===== src/rtl/muldiv_pkg.sv =====
// muldiv_pkg: shared constants and state encoding
// for the iterative multiply/divide sequencer.
package muldiv_pkg;

  localparam int MD_WIDTH = 32;

  localparam logic MD_MULT = 1'b0;
  localparam logic MD_DIV  = 1'b1;

  typedef enum logic [2:0] {
    ST_IDLE,
    ST_PREP,
    ST_ITER,
    ST_FIX,
    ST_DONE
  } md_state_t;

endpackage


===== src/rtl/muldiv_step.sv =====
// muldiv_step: one combinational shift-add (MULT)
// or restoring-divide (DIV) iteration on the accumulator.
import muldiv_pkg::*;

module muldiv_step #(
  parameter int WIDTH = MD_WIDTH
) (
  input  logic               md_op,
  input  logic [2*WIDTH-1:0] acc,
  input  logic [WIDTH-1:0]   operand,
  output logic [2*WIDTH-1:0] acc_nxt
);

  logic [WIDTH:0] sum;
  logic [WIDTH:0] rem;
  logic [WIDTH:0] diff;

  // single iteration: add/shift-right or shift-left/trial-subtract
  always_comb begin
    sum  = {1'b0, acc[2*WIDTH-1:WIDTH]};
    if (acc[0])
      sum = sum + {1'b0, operand};
    rem  = {acc[2*WIDTH-1:WIDTH], acc[WIDTH-1]};
    diff = rem - {1'b0, operand};
    if (md_op == MD_MULT)
      acc_nxt = {sum, acc[WIDTH-1:1]};
    else if (!diff[WIDTH])
      acc_nxt = {diff[WIDTH-1:0],
                 acc[WIDTH-2:0], 1'b1};
    else
      acc_nxt = {rem[WIDTH-1:0],
                 acc[WIDTH-2:0], 1'b0};
  end

endmodule


===== src/rtl/muldiv_sequencer.sv =====
// muldiv_sequencer: MULT/DIV FSM, counter, sign fix, HI/LO.
// Define MULDIV_SIGNED_EN for signed (MIPS) semantics.
import muldiv_pkg::*;

module muldiv_sequencer #(
  parameter int WIDTH = MD_WIDTH
) (
  input  logic             clk,
  input  logic             reset,
  input  logic             start,
  input  logic             md_op,
  input  logic [WIDTH-1:0] op_a,
  input  logic [WIDTH-1:0] op_b,
  output logic             busy,
  output logic             done,
  output logic             div0,
  output logic [WIDTH-1:0] hi,
  output logic [WIDTH-1:0] lo
);

  localparam int CW = (WIDTH > 1) ? $clog2(WIDTH) : 1;

  md_state_t          state, state_nxt;
  logic               op_q;
  logic               zdiv_q;
  logic [WIDTH-1:0]   a_q, b_q;
  logic [WIDTH-1:0]   opnd_q;
  logic [2*WIDTH-1:0] acc_q, acc_nxt;
  logic [CW-1:0]      cnt_q;
  logic [WIDTH-1:0]   hi_q, lo_q;
  logic [WIDTH-1:0]   mag_a, mag_b;
  logic               sa, sb;
  logic [2*WIDTH-1:0] acc_neg;
  logic [WIDTH-1:0]   hi_fix, lo_fix;
  logic               iter_last;

  assign iter_last = (cnt_q == CW'(WIDTH - 1));

  muldiv_step #(.WIDTH(WIDTH)) u_step (
    .md_op   (op_q),
    .acc     (acc_q),
    .operand (opnd_q),
    .acc_nxt (acc_nxt)
  );

  // operand signs and magnitudes
  always_comb begin
`ifdef MULDIV_SIGNED_EN
    sa    = a_q[WIDTH-1];
    sb    = b_q[WIDTH-1];
    mag_a = sa ? (~a_q + 1'b1) : a_q;
    mag_b = sb ? (~b_q + 1'b1) : b_q;
`else
    sa    = 1'b0;
    sb    = 1'b0;
    mag_a = a_q;
    mag_b = b_q;
`endif
  end

  // final sign correction of product / quotient / remainder
  always_comb begin
    acc_neg = ~acc_q + 1'b1;
    if (op_q == MD_MULT) begin
      {hi_fix, lo_fix} = (sa ^ sb) ? acc_neg : acc_q;
    end else begin
      lo_fix = (sa ^ sb) ? acc_neg[WIDTH-1:0]
                         : acc_q[WIDTH-1:0];
      hi_fix = sa ? (~acc_q[2*WIDTH-1:WIDTH] + 1'b1)
                  : acc_q[2*WIDTH-1:WIDTH];
    end
  end

  // state register
  always_ff @(posedge clk or posedge reset) begin
    if (reset) state <= ST_IDLE;
    else       state <= state_nxt;
  end

  // next-state logic
  always_comb begin
    state_nxt = state;
    unique case (state)
      ST_IDLE:
        if (start)
          state_nxt = (md_op == MD_DIV && op_b == '0)
                      ? ST_DONE : ST_PREP;
      ST_PREP: state_nxt = ST_ITER;
      ST_ITER: if (iter_last) state_nxt = ST_FIX;
      ST_FIX:  state_nxt = ST_DONE;
      ST_DONE: state_nxt = ST_IDLE;
      default: state_nxt = ST_IDLE;
    endcase
  end

  // handshake outputs
  always_comb begin
    busy = (state != ST_IDLE);
    done = (state == ST_DONE);
    div0 = done & zdiv_q;
  end

  // datapath: latch, prepare, iterate, write back
  always_ff @(posedge clk or posedge reset) begin
    if (reset) begin
      op_q   <= MD_MULT;
      zdiv_q <= 1'b0;
      a_q    <= '0;
      b_q    <= '0;
      opnd_q <= '0;
      acc_q  <= '0;
      cnt_q  <= '0;
      hi_q   <= '0;
      lo_q   <= '0;
    end else begin
      unique case (state)
        ST_IDLE:
          if (start) begin
            op_q   <= md_op;
            a_q    <= op_a;
            b_q    <= op_b;
            zdiv_q <= (md_op == MD_DIV) && (op_b == '0);
          end
        ST_PREP: begin
          cnt_q <= '0;
          if (op_q == MD_MULT) begin
            opnd_q <= mag_a;
            acc_q  <= {{WIDTH{1'b0}}, mag_b};
          end else begin
            opnd_q <= mag_b;
            acc_q  <= {{WIDTH{1'b0}}, mag_a};
          end
        end
        ST_ITER: begin
          acc_q <= acc_nxt;
          cnt_q <= cnt_q + CW'(1);
        end
        ST_FIX: begin
          hi_q <= hi_fix;
          lo_q <= lo_fix;
        end
        default: ;
      endcase
    end
  end

  assign hi = hi_q;
  assign lo = lo_q;

endmodule


===== config.mk =====
export PLATFORM = sky130hd
export DESIGN_NAME = muldiv_sequencer
export DESIGN_NICKNAME = d
export VERILOG_FILES = /design/src/rtl/muldiv_pkg.sv /design/src/rtl/muldiv_step.sv /design/src/rtl/muldiv_sequencer.sv
export SDC_FILE = /design/constraint.sdc
export NUM_CORES = 1
export LEC_CHECK = 0
export CORE_MARGIN = 1.5
export CORE_UTILIZATION = 58
export DETAILED_ROUTE_END_ITERATION = 6
export PLACE_DENSITY = 0.82
export SLEW_MARGIN = 30
export SYNTH_ARGS = -nofsm -noshare
export SYNTH_HDL_FRONTEND = slang
export SYNTH_SLANG_ARGS = --single-unit

===== constraint.sdc =====
create_clock -name clk -period 10.65 [get_ports clk]
set_input_delay 2.13 -clock clk [delete_from_list [all_inputs] [get_ports clk]]
set_output_delay 2.13 -clock clk [all_outputs]
set_load 0.01 [all_outputs]

After elaboration in Yosys (flattened, before gate mapping)
Index checks and enable logic that the tools add are counted.

Output and inout port bits: 67. Input port bits: 68. Register bits after elaboration: 234.

Multiplexer cells: 11. Eq/ne operators: 7. Reduce and logical (&&, ||, !) cells: 7. Bitwise gates (word level): 1. Add/sub/neg operators: 3.

Operator list (count): $mux W64 (2); $pmux W64 S2 (1); $mux W32 (2); $add A32 B32 Y33 (1); $mux W33 (1); $sub A33 B32 Y33 (1); $logic_not A32 Y1 (1); $pmux W3 S4 (1); $pmux W5 S2 (1); $mux W3 (3); $eq A3 B2 Y1 const B (2); $add A5 B1 Y5 const B (1); $eq A5 B5 Y1 const B (1); $ne A2 B2 Y1 const B (2); $reduce_and A2 Y1 (2); $eq A3 B1 Y1 const B (1); $eq A3 B3 Y1 const B (1); $logic_not A3 Y1 (1); $reduce_bool A3 Y1 (1); $reduce_bool A2 Y1 (1); $and A1 B1 Y1 (1); $logic_and A1 B1 Y1 (1).

Longest topological paths before layout
Word-level depth: 5. Depth in mapped cells: 15. Gate-level depth less buffers: 13.

By module
From an unflattened synthesis, not the netlist that was laid out.

Cells, all modules: 1724. Area, all modules: 14497.7 um2.

By module, submodules not included: muldiv_sequencer (area each 9699.3 um2, cells an instance 1018, times used 1, sequential area each 5855.6 um2); muldiv_step (area each 4798.4 um2, cells an instance 706, times used 1, sequential area each 0.0 um2).

Worst setup path after synthesis
No wires, ideal clock.

Path type: input port to flip-flop. From: input port start. To: register a_q[0]. Stages on the path: 4. Slack: 7.310 ns. Setup time: 0.125 ns. Required time: 10.525 ns. Arrival: 3.215 ns. Cells stage by stage: and2_1 clkbuf_1 buf_1 mux2_2.

Longest elaborated chain between the ends: 1.

Ends and longest elaborated chain: start: declaration (line muldiv_sequencer.sv:10) `input logic start,`; $reduce_and A2 Y1 (no source line); end signal: assignment (line muldiv_sequencer.sv:120) `a_q <= op_a;`; end: declaration (line muldiv_sequencer.sv:26) `logic [WIDTH-1:0] a_q, b_q;`.

No other way between the ends. A chain may end at the register's enable or synchronous reset.

Worst setup path after layout
From: register state[1]. To: output port div0.

Longest elaborated chain between the ends: 2.

Ends and longest elaborated chain: start: declaration (line muldiv_sequencer.sv:23) `md_state_t state, state_nxt;`; start signal: assignment (line muldiv_sequencer.sv:77) `else state <= state_nxt;`; $eq A3 B3 Y1 (line muldiv_sequencer.sv:99) `done = (state == ST_DONE);`; $and A1 B1 Y1 (line muldiv_sequencer.sv:100) `div0 = done & zdiv_q;`; end: declaration (line muldiv_sequencer.sv:16) `output logic div0,`.

No other way between the ends.

==> metrics <==
Fillers 1805; R2R Path End acc_q[55]; leak pwr 7.36 nW; Setup violations, final 0; # H-tree levels 1; cells after synthesis 1368; ys async rst share 1.00; most common cell after layout, fill and taps aside dfrtp_1; Placed Cells 1760; antenna violations before repair 0; gpl congestion 0.898; CTS tree done; R2R setup slack 6.66 ns; Die X 158 µm; worst-case vdd ir drop 0.225 mV; WP data arrival 1.96 ns; Site Rows 56; post-synthesis register bit count 234; Buffers on Ports 134; global route hottest layer met2; R2R depth 13; Max-slew headroom 0.427; Post-DRT Antenna Nets 0; Crit Path Max Fanout 7; routed wire length 35600 µm; Reg clk slew, reported paths 0.07 ns; Final Util 0.697; vias per cell 6.22; worst r2r src opnd_q[11]; Ports 135; core area 23500 µm²; Layout Cells excl Fill 1805; RSZ-0062 raised after global routing false; hold depth 2; Mapped Area 14000 µm²; CTS resizes 0; status finished clean; hold_buf cts 0; Netlist cell types 62; total CTS buffers 25; DR WL/cell 19.7 µm; grt ovf 0; die height 158 µm; vias in the first global route 11100; worst hold endpoint lo[0]; Max-cap violations 0; Post-synth EDFFs 0; mean post-synth cell area 10.2 µm²; layout cells sized above 1 0.133; Starting Density 0.593; CP startpoint kind register; hold crit path type register to register; fmax 245 MHz; Hold Violations, Final 0; Main synth FF type dfrtp_1; worst path required time 8.52 ns; setup bufs post-CTS 0; gr usage total 0.294; setup TNS 0 ns; Syn Nets 1504; clk buf depth 3; DP HPWL 25000 µm; grt met1 use 0.427; ant diodes 0; met3 usage 0.0433; Die ar. 25000 µm²; Area growth, synth to finish 17.6%; Final Cycle Share 0.384; Setup CP Type register to primary output; met2 GRT Util 0.449; clk sinks 234; pwr dens 381 nW/µm²; most frequent cells in the layout dfrtp_1 (233), nand2_1 (135), clkdlybuf4s50_1 (134), mux2_2 (128), mux2i_1 (122); Setup Skew 0.0129 ns; largest net degree at the start of global routing 98; max-slew violation total from the final report 0; Initial DRC Count 973; Worst Setup End Kind primary output; DR vias 11200; First-pass DRT Iterations 5; minimum clock period 4.09 ns; Hold Crit Start lo[0]; worst slew pin tran 0.857 ns; DRC Markers 0; clock root buffer clkbuf_16; worst skew pair latency 0.52 ns; global-route wire length before repair 58000 µm; register area share after synthesis 0.419; final-stage net count 1604; Yosys Warn Count 0
==> cells by family (layout without fill, tap and decap cells) <==
logic type,count (synthesis),in the layout,share of synthesized area
XOR/XNOR,54,54,0.0344
flip-flops,234,234,0.419
multiplexers,251,251,0.191
buffers and inverters,126,244,0.0358
adder cells (fa/ha/maj),68,68,0.0620
AND/OR/NAND/NOR,291,291,0.0964
AO/OA/AOI/OAI,344,344,0.161
==> power by group <==
| part | total [mW] | internal [mW] | switching (mW) |
|---|---|---|---|
| Clock | 0.899 | 0.541 | 0.358 |
| Sequential | 1.76 | 1.31 | 0.458 |
| Combinational | 3.59 | 1.65 | 1.93 |
| Total | 6.25 | 3.50 | 2.75 |
==> how the worst max path moves through the flow <==
stage                         from        to  slack [ns]  depth (start not counted)
after global routing      state[1]      busy        6.48                          3
final                     state[1]      div0        6.56                          3
after detailed placement   op_b[3]  state[2]        6.22                          7
after floorplan              reset    a_q[0]        2.10                          1
after CTS                 state[1]      busy        6.56                          3
after global placement     op_b[2]  state[2]        6.35                          7
==> cell usage after synthesis (23+ instances only) <==
| cell type | instances | share of area |
|---|---|---|
| ha_1 | 66 | 0.059 |
| dfrtp_1 | 234 | 0.42 |
| clkbuf_1 | 57 | 0.015 |
| xnor2_1 | 33 | 0.021 |
| o21ai_0 | 87 | 0.031 |
| a21oi_1 | 94 | 0.034 |
| a211oi_1 | 23 | 0.012 |
| mux2i_1 | 122 | 0.087 |
| nor2_1 | 48 | 0.013 |
| o221ai_1 | 33 | 0.021 |
| mux2_2 | 128 | 0.10 |
| inv_1 | 52 | 0.014 |
| nand2_1 | 135 | 0.036 |
==> flip-flops by register name (all words and copies together) (netlist names) <==
name,cells
acc_q,64
a_q,32
b_q,32
hi,32
lo,32
opnd_q,32
cnt_q,5
state,3
op_q,1
zdiv_q,1
==> stage by stage <==
| stage | power (mW) | setup slack [ns] | hold WS (ns) | area (µm²) |
|---|---|---|---|---|
| 6_report | 6.25 | 6.56 | 0.479 | 16400 |
| 5_1_grt | 6.70 | 6.48 | 0.509 | 16400 |
| 4_1_cts | 6.22 | 6.56 | 0.484 | 16400 |
| 3_5_place_dp | 5.28 | 6.22 | 0.470 | 15600 |
| 3_3_place_gp | 5.16 | 6.35 | 0.461 | 15500 |
| 2_1_floorplan | 4.30 | 2.10 | 0.449 | 14000 |
==> area by class of cell <==
cell class	instances	area, µm²	area share
Clock buffer	34	709	0.0432
Clock inverter	11	144	0.00876
Inverter	52	203	0.0123
Multi-Input combinational cell	1008	7630	0.465
Sequential cell	234	5860	0.357
Tap cell	319	399	0.0243
Timing Repair Buffer	147	1480	0.0898
==> routing by layer <==
layer	share of wire	vias up
met4	0.027	0
li1	-	5218
met5	0	-
met2	0.45	438
met1	0.45	5496
met3	0.071	76
==> worst max-delay path, cell delays in order (launching register included) <==
cell             delay [ns]
dfrtp_1                0.47
nor2_1                 0.24
and3_1                 0.20
clkdlybuf4s50_1        0.53
(Power assumes the default switching activity.)
